<file path="src/rtl/interrupt_controller.sv">
// interrupt_controller: arbitrates masked timer interrupt flags at an
// instruction boundary, pushes the return PC (low byte, then high byte)
// through a req/ack stack port, redirects the program counter to the
// ATmega32A vector and pulses flag-clear / SREG-I-clear for one cycle.
//
// Handshake: push_req is held high with push_data stable until an edge at
// which push_ack=1; that edge transfers the byte. push_ack seen outside a
// push state is ignored.
//
// Optional build macro INTERRUPT_EXT_EN adds external level interrupts
// int0/int1 (above all timer sources) and their int_clear pulse outputs.
module interrupt_controller #(
  parameter int PC_WIDTH = 14
) (
  input  logic                clk,
  input  logic                reset,
  input  logic [7:0]          tifr,
  input  logic [7:0]          timsk,
  input  logic                i_flag,
  input  logic                instr_boundary,
  input  logic [PC_WIDTH-1:0] program_counter,
  input  logic                push_ack,
`ifdef INTERRUPT_EXT_EN
  input  logic                int0,
  input  logic                int1,
  output logic [1:0]          int_clear,
`endif
  output logic                push_req,
  output logic [7:0]          push_data,
  output logic                hold,
  output logic                PC_overwrite,
  output logic [PC_WIDTH-1:0] PC_new,
  output logic [7:0]          tifr_clear,
  output logic                clear_i,
  output logic                irq_pending
);

  typedef enum logic [1:0] {
    IDLE    = 2'd0,
    PUSH_LO = 2'd1,
    PUSH_HI = 2'd2,
    JUMP    = 2'd3
  } state_t;

  state_t              state;
  state_t              state_next;
  logic [7:0]          masked;
  logic                any_req;
  logic                take;
  logic [PC_WIDTH-1:0] vec_d;
  logic [7:0]          tclr_d;
  logic [PC_WIDTH-1:0] vec_q;
  logic [7:0]          tclr_q;
  logic [PC_WIDTH-1:0] pc_q;
  logic [15:0]         pc_ext;
  logic                guard;
`ifdef INTERRUPT_EXT_EN
  logic [1:0]          iclr_d;
  logic [1:0]          iclr_q;
`endif

  // Priority encode the pending sources; ascending scan so the highest bit wins.
  always_comb begin
    masked  = tifr & timsk;
    any_req = |masked;
    vec_d   = '0;
    tclr_d  = '0;
    for (int i = 0; i < 8; i++) begin
      if (masked[i]) begin
        vec_d  = PC_WIDTH'(8 + 2 * (7 - i));
        tclr_d = 8'b1 << i;
      end
    end
`ifdef INTERRUPT_EXT_EN
    iclr_d  = '0;
    any_req = any_req | int0 | int1;
    if (int1) begin
      vec_d  = PC_WIDTH'(4);
      tclr_d = '0;
      iclr_d = 2'b10;
    end
    if (int0) begin
      vec_d  = PC_WIDTH'(2);
      tclr_d = '0;
      iclr_d = 2'b01;
    end
`endif
  end

  // Next-state logic; service is only taken from IDLE outside the guard cycle.
  always_comb begin
    state_next = state;
    take       = 1'b0;
    case (state)
      IDLE: begin
        if (instr_boundary && i_flag && any_req && !guard) begin
          take       = 1'b1;
          state_next = PUSH_LO;
        end
      end
      PUSH_LO: if (push_ack) state_next = PUSH_HI;
      PUSH_HI: if (push_ack) state_next = JUMP;
      JUMP:    state_next = IDLE;
      default: state_next = IDLE;
    endcase
  end

  // State register, latched service context, guard and pending flag.
  always_ff @(posedge clk or posedge reset) begin
    if (reset) begin
      state       <= IDLE;
      vec_q       <= '0;
      tclr_q      <= '0;
      pc_q        <= '0;
      guard       <= 1'b0;
      irq_pending <= 1'b0;
`ifdef INTERRUPT_EXT_EN
      iclr_q      <= '0;
`endif
    end else begin
      state       <= state_next;
      guard       <= (state == JUMP);
      irq_pending <= |masked;
      if (take) begin
        vec_q  <= vec_d;
        tclr_q <= tclr_d;
        pc_q   <= program_counter;
`ifdef INTERRUPT_EXT_EN
        iclr_q <= iclr_d;
`endif
      end
    end
  end

  assign pc_ext = 16'(pc_q);

  // Moore outputs decoded from the state register only.
  always_comb begin
    push_req     = 1'b0;
    push_data    = '0;
    hold         = (state != IDLE);
    PC_overwrite = 1'b0;
    PC_new       = '0;
    tifr_clear   = '0;
    clear_i      = 1'b0;
`ifdef INTERRUPT_EXT_EN
    int_clear    = '0;
`endif
    case (state)
      PUSH_LO: begin
        push_req  = 1'b1;
        push_data = pc_ext[7:0];
      end
      PUSH_HI: begin
        push_req  = 1'b1;
        push_data = pc_ext[15:8];
      end
      JUMP: begin
        PC_overwrite = 1'b1;
        PC_new       = vec_q;
        tifr_clear   = tclr_q;
        clear_i      = 1'b1;
`ifdef INTERRUPT_EXT_EN
        int_clear    = iclr_q;
`endif
      end
      default: ;
    endcase
  end

endmodule

</file>
<file path="config.mk">
export PLATFORM = sky130hd
export DESIGN_NAME = interrupt_controller
export DESIGN_NICKNAME = d
export VERILOG_FILES = /design/src/rtl/interrupt_controller.sv
export SDC_FILE = /design/constraint.sdc
export NUM_CORES = 1
export LEC_CHECK = 0
export CORE_AREA = 5 5 67 69
export DETAILED_ROUTE_END_ITERATION = 10
export DIE_AREA = 0 0 72 74
export GPL_TIMING_DRIVEN = 0
export PLACE_DENSITY_LB_ADDON = 0.1
export RECOVER_POWER = 50
export SKIP_CTS_REPAIR_TIMING = 1
export SYNTH_ARGS = -nofsm -noshare
export SYNTH_HDL_FRONTEND = slang
export SYNTH_SLANG_ARGS = --single-unit
</file>
<file path="constraint.sdc">
create_clock -name clk -period 2.8 [get_ports clk]
set_input_delay 0.56 -clock clk [delete_from_list [all_inputs] [get_ports clk]]
set_output_delay 0.56 -clock clk [all_outputs]
set_load 0.02 [all_outputs]
</file>
After elaboration in Yosys (flattened, before gate mapping)

Index checks and enable logic that the tools add are counted.

Bits in registers: 40
Output and inout port bits: 35
Word-level logic and storage cells: 49
Input bits: 35

Bitwise operators: 1
Reduce and logical (&&, ||, !) cells: 9
Equality and inequality tests: 6
Muxes and demuxes: 27

Operators by type and width:

| operator           | number |
|---|---|
| $mux 14            | 8 |
| $mux 8             | 8 |
| $pmux 8 s2         | 1 |
| $and 8x8->8        | 1 |
| $pmux 2 s4         | 1 |
| $reduce_or 8->1    | 1 |
| $mux 2             | 3 |
| $ne 2x2->1 const B | 3 |
| $mux 1             | 5 |
| $mux 5             | 1 |
| $eq 2x2->1 const B | 2 |
| $logic_and 1x1->1  | 3 |
| $reduce_and 3->1   | 1 |
| $eq 2x1->1 const B | 1 |
| $logic_not 2->1    | 1 |
| $reduce_bool 2->1  | 1 |
| $reduce_or 2->1    | 1 |
| $logic_not 1->1    | 1 |

Depth between registers and ports, before layout

Gate-level depths: netlist (run 1).

Depth after elaboration: 9
Gate-level depth with buffers: 7
Depth with buffers taken out: 6

Least setup slack after synthesis (run 1)

OpenSTA, ideal clock, no wires.

Kind: reg2out
Start point: register state[0]
End point: output port push_data[0]
Stages on the path, launching flop included: 5
Required time: 2240 ps
Setup slack: 766 ps
Buffers on the path: 1
Arrival: 1474 ps
Cells stage by stage: dfrtp_1 -> inv_1 -> ha_1 -> clkbuf_1 -> nor2b_1

Word-level cells in the longest chain between the ends: 2
Elaborated cells on any way between the ends: 3
Classes of those cells: eq/ne (2); mux (1)

Ends and longest elaborated chain:

| item                                            | line | source |
|---|---|---|
| from (decl)                                     | 45   | `state_t state;` |
| from (signal assigned)                          | 121  | `state <= state_next;` |
| $eq 2x2->1 / $eq 2x1->1 (equally long branches) | 149  | `case (state)` |
| $pmux 8 s2 (*)                                  | 149  |  |
| to (decl)                                       | 29   | `output logic [7:0] push_data,` |

Mark *: on every way between the ends. The rest lies on a longest branch, timed or not.

Final worst setup path (run 1)

Start point: register state[0]
End point: output port push_data[2]

Same word-level chain as after synthesis.

==> results.json, run 1 <==
{
  "worst_hold_path.endpoint": "tclr_q[4]$_DFFE_PP0P_",
  "antenna_cells": 0,
  "synth_xor_area_frac": 0,
  "worst-path-max-fanout": 8,
  "htree_levels": 2,
  "synth_warnings": 0,
  "final_cell_area_mm2": 0.00251,
  "crit_type": "reg -> out",
  "p_leak_nw": 1.09,
  "regArea_um2": 751,
  "clockBufferDepth": 2,
  "hpwl_um": 3370,
  "r2r-end": "pc_q[5]$_DFFE_PP0P_",
  "synth_cells": 162,
  "synthArstFlopShare": 1.00,
  "synthAdderAreaFrac": 0.0358,
  "multi_input_area_um2": 878,
  "start_util": 0.453,
  "vdd_ir_drop_max_mv": 0.504,
  "hold_path_class": "reg -> reg",
  "status": "complete, no violations",
  "drive_above_1_share": 0.183,
  "track_usage": 0.168,
  "synthSimpleGateAreaFrac": 0.173,
  "cts.root.buffer_cell": "clkbuf_8",
  "clkLatencyLatePin_ns": 0.27,
  "synth.distinct_cells": 36,
  "ys_seq_area_frac": 0.430,
  "drc": 0,
  "ant_nets": 0,
  "drv_cap": 0,
  "mostFrequentLayoutCell": "clkdlybuf4s50_1",
  "cp_slowest_cell": "clkdlybuf4s50_1",
  "numPortBuffers": 59,
  "hold_violations": 0,
  "via_per_inst": 5.01,
  "nFillCells": 336,
  "final-setup-viol-count": 0,
  "num_rows": 23,
  "fp.coreArea_mm2": 0.00386,
  "hold_depth": 1,
  "worst_setup_path_end_kind": "output port",
  "finalWorstSetupSlack_ns": 0.128,
  "dp_cells": 280,
  "numCtsBuffers": 5,
  "final_cell_mix": "clkdlybuf4s50_1 (56), dfrtp_1 (30), and2_1 (14)",
  "synth-compound-area-share": 0.138,
  "power.density_mw_per_mm2": 905,
  "worst_pin_slew_ns": 1.17,
  "antenna_found_initial": 0,
  "skew_ns": 0.00468,
  "cts_tree": "yes",
  "post-route-min-period_ns": 2.67,
  "globalplace.congestion": 0.808,
  "maxSlewViolCount": 0,
  "post_dp_cell_area_mm2": 0.00243,
  "ys.flop_type": "dfrtp_1",
  "crit_required_ns": 2.24,
  "grt_overflow": 0,
  "crit_chain": "inv_1 > ha_1 > a22oi_1 > nor2b_1 > clkdlybuf4s50_1",
  "grt_pass1_vias": 1447,
  "fin_cells": 285,
  "cp_slowest_stage_delay_ns": 0.61,
  "dieWidth_um": 72,
  "synth-seq-cells": 30,
  "path_clk_slew_ns": 0.07,
  "start_kind": "flip-flop",
  "fp.dieH_um": 74,
  "hold_start": "tclr_q[4]$_DFFE_PP0P_",
  "boundaryPins": 70,
  "drt-total-wl_um": 4390,
  "cts_sinks": 30,
  "max_slew_margin": 0.216,
  "routedWlPerCell_um": 15.4,
  "setup-tns-final_ns": 0,
  "rsz0062_at_grt": "no",
  "ff2ff_path_depth": 6,
  "reg2reg_slack_ns": 0.79,
  "timing.fmax_mhz": 374,
  "synth_edf_count": 0,
  "grt_max_degree": 31,
  "reg2reg_from": "state[0]$_DFFE_PP0P_",
  "syn2layout_area_growth_pct": 43.5,
  "nets": 274,
  "arrival_ns": 2.11,
  "synthesis.area_mm2": 0.00175,
  "vias": 1428,
  "grt_pass1_wl_um": 6890,
  "first_pass_iters": 4,
  "pre_cts_ws_ns": 0.121,
  "drt_iter0_drc": 52,
  "synth_area_per_cell_um2": 10.8,
  "synth_top_family_by_area": "simple AND/OR/NAND/NOR gates",
  "post-route-period-util": 0.954,
  "die_area_mm2": 0.00533,
  "synthMuxAreaShare": 0.141
}
flip-flops by register name, indices dropped and copies added, names as in the netlist:
name	cells
irq_pending	1
vec_q	4
guard	1
pc_q	14
state	2
tclr_q	8
Yosys cell counts (all sizes together) (2+ instances only):
library cell | number | share of area
clkbuf | 6 | 0.013
nand2 | 9 | 0.019
nor3b | 2 | 0.0086
ha | 5 | 0.036
o41ai | 5 | 0.025
a22o | 3 | 0.020
nor2 | 7 | 0.019
a22oi | 8 | 0.034
buf | 12 | 0.054
inv | 6 | 0.013
o31ai | 2 | 0.0086
and3 | 2 | 0.0072
o21ai | 8 | 0.023
mux2 | 18 | 0.14
nand3 | 5 | 0.014
and2 | 14 | 0.050
dfrtp | 30 | 0.43
nor2b | 6 | 0.021
layout make-up:
class / instances / area share
Inverter: 6 / 0.00899
Clock buffer: 6 / 0.0330
Buffer: 15 / 0.0424
Multi-Input combinational cell: 117 / 0.350
Timing Repair Buffer: 59 / 0.236
Sequential cell: 30 / 0.300
Clock inverter: 2 / 0.00499
Tap cell: 50 / 0.0250
where the power goes:
part / switching, mW / total, mW / internal, mW
clock network: 0.163 / 0.360 / 0.197
logic: 0.566 / 1.18 / 0.610
registers: 0.106 / 0.732 / 0.626
critical path: cells and delay by family (launching register included):
family                     cells  cell delay [ns]
and+or+nand+nor                1             0.14
DFF                            1             0.43
adders and majority gates      1             0.39
AOI/OAI and AO/OA              1             0.12
buffers and inverters          2             0.77
routing by layer:
| metal | up-vias | track usage | part of all wire |
|---|---|---|---|
| met5 | - | 0 | 0 |
| met4 | 0 | 0.0480 | 0.0043 |
| met3 | 2 | 0.0473 | 0.057 |
| met2 | 41 | 0.288 | 0.51 |
| met1 | 687 | 0.208 | 0.43 |
| li1 | 698 | - | - |
cell families after synthesis:
kind of cell,Yosys count
AO/OA/AOI/OAI,32
other,1
flip-flops,30
buffers and inverters,24
adder cells (fa/ha/maj),5
AND/OR/NAND/NOR,51
multiplexers,19
worst max path at each step:
stage / start / slack, ns / endpoint
floorplan: state[0]$_DFFE_PP0P_ / 0.77 / push_data[0]
global placement: tifr[6] / 0.12 / pc_q[2]$_DFFE_PP0P_
detailed placement: tifr[6] / 0.12 / pc_q[5]$_DFFE_PP0P_
CTS: state[1]$_DFFE_PP0P_ / -0.05 / push_data[2]
global route: state[0]$_DFFE_PP0P_ / 0.03 / push_data[5]
finish: state[0]$_DFFE_PP0P_ / 0.13 / push_data[2]
metrics by stage:
| stage | hold WS [ns] | utilization | power [mW] |
|---|---|---|---|
| 4_1_cts | 0.509 | 0.656 | 2.28 |
| 3_5_place_dp | 0.487 | 0.631 | 1.91 |
| 6_report | 0.501 | 0.650 | 2.27 |
| 5_1_grt | 0.527 | 0.650 | 2.42 |
| 3_3_place_gp | 0.485 | 0.631 | 1.87 |
| 2_1_floorplan | 0.463 | - | 1.48 |
(Power assumes the default switching activity.)
==> run 2, diff against run 1 <==
- ABC_CLOCK_PERIOD_IN_PS: not set -> 2800
- CAP_MARGIN: not set -> 20
==> run 2 against run 1 <==
Cell area unchanged. Fmax decreased by 0.74%. Critical endpoint unchanged. Clock-buffer cell count increased by 1. Via count increased by 2.5%. Clock skew about the same. Worst hold slack about the same. Highest routed layer unchanged. Final cell count increased by 0.35%. Sequential share of layout area unchanged. Critical path type unchanged. Die area unchanged.
==> results.json, run 2 (same netlist as run 1, synthesis figures left out) <==
{
  "status": "complete, no violations",
  "boundaryPins": 70,
  "hold_depth": 1,
  "skew_ns": 0.00430,
  "hpwl_um": 3420,
  "antenna_found_initial": 0,
  "dieWidth_um": 72,
  "final_cell_mix": "clkdlybuf4s50_1 (56), dfrtp_1 (30), and2_1 (14)",
  "worst_setup_path_end_kind": "output port",
  "maxSlewViolCount": 0,
  "vias": 1464,
  "nFillCells": 329,
  "crit_required_ns": 2.24,
  "grt_pass1_vias": 1518,
  "first_pass_iters": 4,
  "drt-total-wl_um": 4450,
  "finalWorstSetupSlack_ns": 0.108,
  "start_kind": "flip-flop",
  "numCtsBuffers": 5,
  "setup-tns-final_ns": 0,
  "ff2ff_path_depth": 6,
  "max_slew_margin": 0.205,
  "num_rows": 23,
  "r2r-end": "pc_q[2]$_DFFE_PP0P_",
  "pre_cts_ws_ns": 0.119,
  "largest_reg_flops": 14,
  "grt_pass1_wl_um": 7300,
  "clkLatencyLatePin_ns": 0.28,
  "path_clk_slew_ns": 0.06,
  "p_clk_frac": 0.158,
  "timing.fmax_mhz": 371,
  "drv_cap": 0,
  "top_regs": "pc_q: 14 flops, tclr_q: 8 flops, vec_q: 4 flops",
  "vdd_ir_drop_max_mv": 0.546,
  "routedWlPerCell_um": 15.6,
  "post-route-period-util": 0.961,
  "worst_hold_path.endpoint": "tclr_q[2]$_DFFE_PP0P_",
  "switching_power_mw": 0.829,
  "fp.dieH_um": 74,
  "grt_max_degree": 23,
  "via_per_inst": 5.12,
  "cts_sinks": 30,
  "hold_start": "tclr_q[2]$_DFFE_PP0P_",
  "post-route-min-period_ns": 2.69,
  "mostFrequentLayoutCell": "clkdlybuf4s50_1",
  "whs_ns": 0.501,
  "drive_above_1_share": 0.178,
  "drc": 0,
  "die_area_mm2": 0.00533,
  "clockBufferDepth": 2,
  "worst-path-max-fanout": 8,
  "ant_nets": 0,
  "numPortBuffers": 59,
  "fp.coreArea_mm2": 0.00386,
  "nets": 275,
  "power.density_mw_per_mm2": 903,
  "power_frac_comb": 0.520,
  "multi_input_area_um2": 878,
  "start_util": 0.453,
  "dp_cells": 281,
  "p_int_mw": 1.43,
  "reg2reg_from": "state[0]$_DFFE_PP0P_",
  "crit_type": "reg -> out",
  "switching_share": 0.366,
  "reg2reg_slack_ns": 0.82,
  "hold_violations": 0,
  "regArea_um2": 751,
  "rsz0062_at_grt": "no",
  "track_usage": 0.176,
  "cts_tree": "yes",
  "cts.root.buffer_cell": "clkbuf_8",
  "regMostFlops": "pc_q",
  "final-setup-viol-count": 0,
  "globalplace.congestion": 0.808,
  "worst_pin_slew_ns": 1.19,
  "power_frac_seq": 0.323,
  "fin_cells": 286,
  "grt_overflow": 0,
  "arrival_ns": 2.13,
  "antenna_cells": 0,
  "final_core_util": 0.650,
  "p_leak_nw": 1.09,
  "hold_path_class": "reg -> reg",
  "syn2layout_area_growth_pct": 43.5,
  "htree_levels": 2,
  "drt_iter0_drc": 41
}
-- run 2: changes by cell type in the layout (fill, tap and decap cells not counted), sizes merged --
| cell | previous run | this run |
|---|---|---|
| clkinvlp | 1 | 0 |
| clkbuf | 9 | 11 |
-- run 2: worst max path at each step --
stage	start	endpoint	slack [ns]	cells past startpoint
detailed placement	tifr[6]	pc_q[1]$_DFFE_PP0P_	0.12	6
CTS	state[1]$_DFFE_PP0P_	push_data[5]	-0.09	6
finish	state[0]$_DFFE_PP0P_	push_data[2]	0.11	5
global placement	tifr[6]	pc_q[2]$_DFFE_PP0P_	0.12	6
global route	state[0]$_DFFE_PP0P_	push_data[5]	0.0007	5
floorplan	state[0]$_DFFE_PP0P_	push_data[0]	0.77	4
-- run 2: final cells by class --
class / count / share of cell area
multi-input combinational: 117 / 0.350
sequential: 30 / 0.300
timing repair buffer: 60 / 0.237
buffer: 15 / 0.0424
clock buffer: 7 / 0.0344
tap: 50 / 0.0250
inverter: 6 / 0.00899
clock inverter: 1 / 0.00200
-- run 2: power by group through the flow --
stage          clock (mW)  combinational, mW  sequential [mW]
2_1_floorplan           0              0.772            0.703
3_3_place_gp            0               1.15            0.725
3_5_place_dp            0               1.19            0.737
4_1_cts             0.365               1.19            0.731
5_1_grt             0.389               1.28            0.758
6_report            0.357               1.18            0.730
-- run 2: worst max-delay path, cell delays in order (launching register included) --
cell and delay [ns]:
dfrtp_1 0.43, inv_1 0.15, ha_1 0.39, a22oi_1 0.12, nor2b_1 0.15, clkdlybuf4s50_1 0.62
-- run 2: per-layer routing --
layer | vias to the layer above | wire length, um | global-route usage
li1 | 704 | - | -
met1 | 703 | 1820 | 0.207
met2 | 50 | 2280 | 0.303
met3 | 7 | 305 | 0.0622
met4 | 0 | 48 | 0.0585
met5 | - | 0 | 0
-- run 2: stage by stage --
| stage | instance area, um2 | power [mW] |
|---|---|---|
| floorplan | 1780 | 1.48 |
| global placement | 2430 | 1.87 |
| detailed placement | 2460 | 1.92 |
| CTS | 2550 | 2.29 |
| global route | 2510 | 2.43 |
| finish | 2510 | 2.26 |
